--- src/rtl/debounce_tick.sv ---
`default_nettype none
// ============================================================================
//  Module      : debounce_tick
//  Description : Mechanical-switch debouncer. Two-flop synchronizer feeding a
//                four-state qualify FSM with a settle down-counter; emits the
//                debounced level, registered rise/fall ticks and a busy flag.
//  Revision    : 1.0 - initial release
// ============================================================================
module debounce_tick #(
    parameter int DB_CYCLES = 1000000,
    parameter int CNT_W     = 20
) (
    input  logic clk,
    input  logic rst_n,
    input  logic sw,
    input  logic syn_clr,
    output logic db_level,
    output logic db_tick,
    output logic db_fall_tick,
    output logic busy
);

    typedef enum logic [1:0] {
        ZERO  = 2'd0,
        WAIT1 = 2'd1,
        ONE   = 2'd2,
        WAIT0 = 2'd3
    } state_t;

    // Loading DB_CYCLES-1 and counting down to zero inclusive makes each
    // wait state last exactly DB_CYCLES cycles on a stable input.
    localparam logic [CNT_W-1:0] CNT_LOAD = CNT_W'(DB_CYCLES - 1);

    logic             s1;
    logic             sync_in;
    state_t           state;
    state_t           state_nxt;
    logic [CNT_W-1:0] cnt;
    logic [CNT_W-1:0] cnt_nxt;
    logic             rise_nxt;
    logic             fall_nxt;

    // Two-flop synchronizer for the raw switch; syn_clr deliberately leaves it alone.
    always_ff @(posedge clk or negedge rst_n) begin
        if (!rst_n) begin
            s1      <= 1'b0;
            sync_in <= 1'b0;
        end else begin
            s1      <= sw;
            sync_in <= s1;
        end
    end

    // FSM state, settle counter and registered edge ticks.
    always_ff @(posedge clk or negedge rst_n) begin
        if (!rst_n) begin
            state        <= ZERO;
            cnt          <= '0;
            db_tick      <= 1'b0;
            db_fall_tick <= 1'b0;
        end else begin
            state        <= state_nxt;
            cnt          <= cnt_nxt;
            db_tick      <= rise_nxt;
            db_fall_tick <= fall_nxt;
        end
    end

    // Next-state, counter and tick decode; syn_clr overrides every transition.
    always_comb begin
        state_nxt = state;
        cnt_nxt   = cnt;
        rise_nxt  = 1'b0;
        fall_nxt  = 1'b0;
        case (state)
            ZERO: begin
                if (sync_in) begin
                    state_nxt = WAIT1;
                    cnt_nxt   = CNT_LOAD;
                end
            end
            WAIT1: begin
                if (!sync_in) begin
                    state_nxt = ZERO;
                end else if (cnt == '0) begin
                    state_nxt = ONE;
                    rise_nxt  = 1'b1;
                end else begin
                    cnt_nxt = cnt - 1'b1;
                end
            end
            ONE: begin
                if (!sync_in) begin
                    state_nxt = WAIT0;
                    cnt_nxt   = CNT_LOAD;
                end
            end
            WAIT0: begin
                if (sync_in) begin
                    state_nxt = ONE;
                end else if (cnt == '0) begin
                    state_nxt = ZERO;
                    fall_nxt  = 1'b1;
                end else begin
                    cnt_nxt = cnt - 1'b1;
                end
            end
            default: begin
                state_nxt = ZERO;
                cnt_nxt   = '0;
            end
        endcase
        if (syn_clr) begin
            state_nxt = ZERO;
            cnt_nxt   = '0;
            rise_nxt  = 1'b0;
            fall_nxt  = 1'b0;
        end
    end

    // Level and busy are pure functions of the state.
    always_comb begin
        db_level = (state == ONE) || (state == WAIT0);
        busy     = (state == WAIT1) || (state == WAIT0);
    end

endmodule
`default_nettype wire

--- config.mk ---
export PLATFORM = sky130hd
export DESIGN_NAME = debounce_tick
export DESIGN_NICKNAME = d
export VERILOG_FILES = /design/src/rtl/debounce_tick.sv
export SDC_FILE = /design/constraint.sdc
export NUM_CORES = 1
export LEC_CHECK = 0
export CAP_MARGIN = 15
export CORE_MARGIN = 2
export CORE_UTILIZATION = 30
export CTS_BUF_LIST = sky130_fd_sc_hd__clkbuf_8
export CTS_CLUSTER_SIZE = 24
export DETAILED_ROUTE_END_ITERATION = 16
export SKIP_LAST_GASP = 1
export SLEW_MARGIN = 20
export SYNTH_ARGS = -nofsm -noshare
export SYNTH_HDL_FRONTEND = slang
export SYNTH_SLANG_ARGS = --single-unit
export TNS_END_PERCENT = 1
--- constraint.sdc ---
create_clock -name clk -period 1.99 [get_ports clk]
set_input_delay 0.199 -clock clk [delete_from_list [all_inputs] [get_ports clk]]
set_output_delay 0.199 -clock clk [all_outputs]
set_load 0.01 [all_outputs]
Yosys cells after proc, flatten, opt, wreduce, memory -nomap -nowiden:

Cells that the tools add are included.

* bits of input ports: 4
* register bits: 26
* output and inout bits: 4

* reductions and logical operators: 6
* equal/unequal tests: 9
* muxes and demuxes: 22
* add/sub/neg operators: 1

Operator list (number)
* $mux 20: 6
* $pmux 20 s4: 1
* $logic_not 20->1: 1
* $sub 20x1->20 const B: 1
* $mux 2: 7
* $ne 3x3->1 const B: 4
* $ne 4x4->1 const B: 2
* $pmux 2 s4: 1
* $reduce_and 4->1: 2
* $mux 1: 7
* $eq 2x2->1 const B: 2
* $eq 2x1->1 const B: 1
* $logic_not 2->1: 1
* $logic_or 1x1->1: 2

Longest topological paths before layout:

Gate-level depths: netlist (run 1).

* word-level depth: 5
* mapped depth: 6

Worst setup path after synthesis (run 1):

Ideal clock, no wire load.

* path kind: reg-to-reg
* from: register cnt[0]
* to: register cnt[12]
* setup slack: 236 ps
* library setup time: 79 ps
* arrival time: 1674 ps
* stages on the path, launching flop included: 7
* required time: 1911 ps
* period minus slack after synthesis: 1754 ps
* cells stage by stage: dfrtp_1 inv_1 ha_1 nor4b_2 nand2_1 a2111oi_2 mux2i_1

* longest elaborated chain between the ends: 5
* elaborated cells on any way between the ends: 7
* classes of those cells: add/sub (1); mux (5); reduce/logical (1)

RTL lines
* start: declaration: line 38 `logic [CNT_W-1:0] cnt;`
* start signal: assignment: line 63 `cnt <= cnt_nxt;`
* $sub 20x1->20 or $logic_not 20->1 (tied branches)
* $mux 20 *: line 85, 101
* $mux 20, on equally long branches: line 99, 83
* $pmux 20 s4 *: line 75 `case (state)`
* $mux 20 *: line 113 `if (syn_clr) begin`

Every way passes the cells marked *; elsewhere a longest branch is shown, timed or not. The select of a mux whose other input is x is not followed.
A chain may end at the register's enable or synchronous reset.

Worst setup path after layout (run 1):

Ends and elaborated chain as after synthesis.

==> metrics.md, run 1 <==
| Metric | Value |
|---|---|
| CP Data Arrival Time | `2.06 ns` |
| # H-tree levels | `1` |
| CP startpoint kind | `flop` |
| Distinct cells, synth | `46` |
| Die H | `just under 80 um` |
| First-iteration detailed-routing DRC count | `~110` |
| Clock slew at reported path FFs | `0.10 ns` |
| Residual DRC | `0` |
| Placer Congestion | `approximately 0.79` |
| Total Routing Usage GR | `0.1298` |
| Finish-stage setup viols | `0` |
| Crit path largest cell delay | `approximately 0.43 ns` |
| Tightest Pin Transition | `between 0.5 and 0.6 ns` |
| Post-synthesis average cell area | `just under 10 um2` |
| Worst-Skew Late Latency | `between 0.2 and 0.3 ns` |
| Hold-fix buffers, CTS | `0` |
| Initial Util | `0.3065` |
| Slowest cell on the critical path | `dfrtp_1` |
| DR WL/cell | `14.99 um` |
| First-pass GRT wire length | `6265 um` |
| Total Routed Length | `3837 um` |
| Antenna Nets Post-Route | `0` |
| Kind of critical path | `reg2reg` |
| First-pass iteration count of the detailed router | `4` |
| Commonest non-fill, non-tap cell in the layout | `dfrtp_1` |
| GR Overflow Total | `0` |
| Largest net degree at the start of global routing | `27` |
| Post-synthesis mux area share | `0.06647` |
| Post-layout net count | `191` |
| CTS tree | `built` |
| Setup TNS | `0 ns` |
| Final-report hold violation count | `0` |
| Crit-path cells | `inv_1 -> ha_1 -> nor4b_2 -> nand2_2 -> a2111oi_2 -> mux2i_1` |
| Peak supply drop | `about 260 uV` |
| Cell count after placement | `approximately 250` |
| Leak | `roughly 0.00081 uW` |
| Total die area | `6132 um2` |
| Max-slew violations | `0` |
| CP endpoint kind | `flop` |
| CP Max Fanout | `4` |
| R2r setup slk | `about 0.13 ns` |
| CTS Root Cell | `clkbuf_8` |
| Commonest non-fill, non-tap cells in the layout | `dfrtp_1 (26), nand2_1 (15), buf_4 (14)` |
| Mapped Area | `between 1500 and 2000 um2` |
| Longest Clk Path Bufs | `2` |
| Synth Flop Type | `dfrtp_1` |
| Clock skew | `0.006104 ns` |
| Ys Warns | `0` |
| Chip width | `78.31 um` |
| Post-Synth Adder-Cell Area | `0.01511` |
| Vias in the first global route | `approximately 1200` |
| Post-synthesis simple-gate area fraction | `0.2696` |
| Post-synth EDFFs | `0` |
| Core box area | `about 5400 um2` |
| IO Port Bufs | `7` |
| Worst hold margin | `about 0.28 ns` |
| Final Worst Setup Slack | `approximately 0.13 ns` |
| Synth Area in Compound Gates | `0.1828` |
| TritonCTS buffer count | `3` |
| Vias/cell | `5.395` |
| XOR/XNOR Fraction of Synth Area | `0.01057` |
| Post-synthesis sequential area ratio | `0.3927` |
| Antenna violations before repair | `0` |
| Max cap viols | `0` |
| FF+latch count, synth | `26` |
| Final Cycle Share | `0.9341` |
| CP Data Required Time | `approximately 2.2 ns` |
| Post-synth ARST share | `1.000` |
| Clock sinks | `26` |
| Peak Freq | `between 500 and 600 MHz` |
| Fin crit period | `1.859 ns` |
| Total vias in the final route | `approximately 1400` |
| Synthesized Nets | `between 150 and 200` |
| Post-place setup slack | `roughly 0.17 ns` |
| Unrepaired setup endpoints after global routing | `no` |
| Site row count | `27` |
| Post-DP HPWL | `2711 um` |
| ANT cells | `0` |
| Layout area overhead | `16.92%` |
| Layout fillers | `~560` |
| Share of cells above drive strength 1 | `0.1793` |
| Fin cells | `roughly 260` |
| IO Pins | `8` |
| Largest family of logic cells by synthesized area | `simple AND/OR/NAND/NOR gates` |
| Status | `finished, final reports clean` |
| Power Density | `between 600 and 700 nW/um2` |
| Worst rel slew slack | `0.6101` |
| Post-synthesis cell count | `170` |
| Worst hold path type | `in2async` |
-- Yosys cell counts (all sizes together) (2+ instances only) --
cell	instances	area (um2)
dfrtp	26	650.6
nand4	5	31.28
buf	7	43.78
or3	2	12.51
nand2	17	71.32
and4	2	20.02
o21ai	6	30.02
nor2	6	22.52
a221oi	7	67.56
inv	12	45.04
nor3	7	40.04
a211oi	9	82.58
and3	3	18.77
mux2i	11	110.1
ha	2	25.02
clkbuf	4	15.01
nor4b	4	53.80
a21oi	5	25.02
or4	2	15.01
nand2b	7	43.79
o211a	2	20.02
nand3	7	35.03
a41o	2	20.02
nor4	4	61.31
-- critical path, delay by kind of cell, from the launching register on --
| family | cells | cell delay [ns] |
|---|---|---|
| simple gates | 2 | 0.47 |
| flops | 1 | 0.43 |
| compound gates | 1 | 0.34 |
| mux | 1 | 0.23 |
| fa+ha+maj | 1 | 0.18 |
| buf+inv | 1 | 0.14 |
-- layout make-up --
type,count,area [um2],share of cell area
clock buffer,3,41.29,0.02132
clock inverter,1,30.03,0.01550
inverter,12,45.04,0.02326
multi-input combinational,121,904.6,0.4671
sequential,26,650.6,0.3359
tap,72,90.09,0.04651
timing repair buffer,21,175.2,0.09044
-- repair_timing --
action / CTS / global route
endpoints found under the setup margin: 0 / 1
resized for setup: 0 / 1
setup buffers: 0 / 0
-- through the flow --
stage            util  cell area (um2)  power, uW
5_1_grt        0.3583             1937       1420
4_1_cts        0.3579             1934       1357
2_1_floorplan       -             1657      801.6
6_report       0.3583             1937       1350
3_5_place_dp   0.3447             1863      902.1
3_3_place_gp   0.3447             1863      901.5
-- flip-flops by register name (all words and copies together) (netlist names) --
register      count
state             2
cnt              20
s1                1
db_tick           1
db_fall_tick      1
sync_in           1
-- per-layer routing --
layer  track usage  vias up  part of all wire
li1              -      664                 -
met1        0.1958      682              0.49
met2        0.1931       25              0.46
met3       0.03103       10             0.036
met4       0.01579        0             0.012
met5             0        -                 0
-- cell families after synthesis --
family,Yosys count
simple gates,69
compound gates,37
flops,26
buf+inv,23
mux,11
xor+xnor,2
fa+ha+maj,2
-- power breakdown --
part | total [uW] | switching [uW] | leakage [uW] | internal (uW)
Combinational | 295 | 169 | 0.000433 | 126
Sequential | 601 | 44.5 | 0.000343 | 557
Clock | 453 | 183 | 0.0000357 | 270
Total | 1350 | 397 | 0.000811 | 953
-- worst paths after layout --
path | depth (start not counted) | end | start
setup / recovery | 6 | cnt[12] | cnt[0]
hold / removal | 2 | db_tick | rst_n
setup reg to reg | 6 | cnt[12] | cnt[0]
hold reg to reg | 0 | sync_in | s1
max in group asynchronous | 2 | cnt[11] | rst_n
min in group clk | 1 | s1 | sw
(Power assumes the default switching activity.)
==> run 2, diff against run 1 <==
--- a/config.mk
+++ b/config.mk
@@ -7,10 +7,12 @@
 export LEC_CHECK = 0
 export CAP_MARGIN = 15
 export CORE_MARGIN = 2
-export CORE_UTILIZATION = 30
+export CORE_UTILIZATION = 50
 export CTS_BUF_LIST = sky130_fd_sc_hd__clkbuf_8
-export CTS_CLUSTER_SIZE = 24
+export CTS_CLUSTER_DIAMETER = 40
+export CTS_CLUSTER_SIZE = 30
 export DETAILED_ROUTE_END_ITERATION = 16
+export PLACE_DENSITY = 0.68
 export SKIP_LAST_GASP = 1
 export SLEW_MARGIN = 20
 export SYNTH_ARGS = -nofsm -noshare
==> run 2 against run 1 <==
  * Clock power fell by 35%
  * Register-to-register slack hardly changed
  * Worst setup slack got worse by 0.014 ns
  * Hold slack better by 0.017 ns
  * Global-route usage rose by 11 points
  * Non-clock buffer count is the same
  * Critical path depth down 2
  * Combinational power increased by 4%
  * Sequential share of layout area is 0.78 points higher
  * Clock skew is 0.0015 ns lower
  * Critical path type unchanged
  * Critical endpoint is now cnt[13]
  * Highest routed layer unchanged
==> metrics.md, run 2 (synthesis results as in run 1) <==
| Metric | Value |
|---|---|
| CP top delay family | `simple AND/OR/NAND/NOR gates` |
| CP bufs+invs | `0` |
| Total vias in the final route | `between 1000 and 1500` |
| Post-CTS setup buffer count | `0` |
| CP endpoint kind | `flop` |
| R2R Path Start | `cnt[2]` |
| CP startpoint kind | `flop` |
| ANT cells | `0` |
| # H-tree levels | `1` |
| Largest net degree at the start of global routing | `27` |
| Commonest non-fill, non-tap cells in the layout | `dfrtp_1 (26), nand2_1 (15), buf_4 (14)` |
| Crit path largest cell delay | `roughly 0.52 ns` |
| Gr busiest metal | `met2` |
| Clock skew | `approximately 0.0046 ns` |
| Worst rel slew slack | `0.6067` |
| DR WL/cell | `roughly 17 um` |
| CP Max Fanout | `8` |
| Unrepaired setup endpoints after global routing | `no` |
| Fin util | `0.6101` |
| Crit-path cells | `nor4_2 -> nand4_1 -> a211oi_1 -> mux2i_1` |
| IO Pins | `8` |
| Commonest non-fill, non-tap cell in the layout | `dfrtp_1` |
| TritonCTS buffer count | `3` |
| Share of cells above drive strength 1 | `0.1858` |
| Vias in the first global route | `1366` |
| Met3 usage | `0.03992` |
| Max-slew violations | `0` |
| Fin crit period | `between 1.5 and 2 ns` |
| Final-report hold violation count | `0` |
| Met1 Track Usage GR | `0.3477` |
| First-pass iteration count of the detailed router | `5` |
| Reg with most FFs | `cnt` |
| Post-DP HPWL | `2801 um` |
| Post-layout net count | `~190` |
| Total Routed Length | `3922 um` |
| Max cap viols | `0` |
| Clock slew at reported path FFs | `0.09 ns` |
| Worst hold path type | `in2async` |
| Initial Util | `0.5339` |
| Core box area | `about 3100 um2` |
| GR Overflow Total | `0` |
| First-pass GRT wire length | `roughly 6700 um` |
| Antenna violations before repair | `0` |
| Die H | `between 60 and 70 um` |
| Longest Clk Path Bufs | `2` |
| Clock sinks | `26` |
| Tightest Pin Transition | `between 0.5 and 0.6 ns` |
| Met2 Use GR | `0.3669` |
| Total die area | `approximately 3800 um2` |
| Layout area overhead | `14.28%` |
| Placer Congestion | `roughly 0.92` |
| Status | `finished, final reports clean` |
| Fin cells | `roughly 230` |
| Worst Setup SP | `cnt[2]` |
| CTS Root Cell | `clkbuf_8` |
| Final Cycle Share | `0.9413` |
| Worst-Skew Late Latency | `roughly 0.27 ns` |
| Kind of critical path | `reg2reg` |
| Finish-stage setup viols | `0` |
| Peak Freq | `~530 MHz` |
| CP Data Arrival Time | `2.07 ns` |
| Slowest cell on the critical path | `nor4_2` |
| Peak supply drop | `between 300 and 400 uV` |
| Leak | `0.0008011 uW` |
| CP Data Required Time | `~2.2 ns` |
| CTS tree | `built` |
| Max reg flops | `20` |
| Antenna Nets Post-Route | `0` |
| Largest regs | `cnt x20, state x2` |
| IO Port Bufs | `7` |
| Total Routing Usage GR | `0.2386` |
| Chip width | `~62 um` |
| Site row count | `20` |
| Vias/cell | `6.176` |
| First-iteration detailed-routing DRC count | `about 110` |
| Residual DRC | `0` |
| Tot Pwr | `about 1200 uW` |
| Cell count after placement | `around 220` |
| Setup TNS | `0 ns` |
| Power Density | `roughly 640 nW/um2` |
-- run 2: final timing paths --
kind,endpoint,slack (ns),cells past startpoint
max reg2reg,cnt[13],0.12,4
max in group asynchronous,cnt[4],1.44,2
min,cnt[15],0.30,2
min reg2reg,sync_in,0.38,0
min in group clk,sync_in,0.38,0
max,cnt[13],0.12,4
-- run 2: what timing repair did --
action / 4_1_cts / 5_1_grt
hold buffers: 0 / 0
resized for setup: 0 / 5
endpoints found under the setup margin: 0 / 2
-- run 2: area by class of cell --
type | instances | area, um2
clock buffers | 3 | 41.29
fillers | 286 | 1210
inverters | 12 | 45.04
multi-input cells | 121 | 925.9
flip-flops and latches | 26 | 650.6
well taps | 44 | 55.05
repair buffers | 21 | 175.2
-- run 2: per-layer routing --
| metal | vias to the layer above | wire length [um] |
|---|---|---|
| li1 | 666 | - |
| met1 | 695 | 1816 |
| met2 | 37 | 1852 |
| met3 | 4 | 214 |
| met4 | 0 | 38 |
| met5 | - | 0 |
-- run 2: stage by stage --
| stage | hold WS, ns | worst slack, ns | instance area, um2 |
|---|---|---|---|
| global route | 0.3309 | 0.01401 | 1893 |
| finish | 0.2966 | 0.1169 | 1893 |
| detailed placement | 0.3575 | 0.1359 | 1828 |
| global placement | 0.3351 | 0.2183 | 1828 |
| floorplan | -0.09659 | 0.2363 | 1657 |
| CTS | 0.3147 | 0.1156 | 1869 |
-- run 2: power breakdown --
part / switching (uW) / internal (uW)
clock network: 160 / 136
registers: 50.7 / 557
logic: 176 / 132
total: 386 / 824
-- run 2: worst reg2reg max path, stage by stage (launching register included) --
cell and delay [ns]:
dfrtp_1 0.50, nor4_2 0.52, nand4_1 0.23, a211oi_1 0.33, mux2i_1 0.23
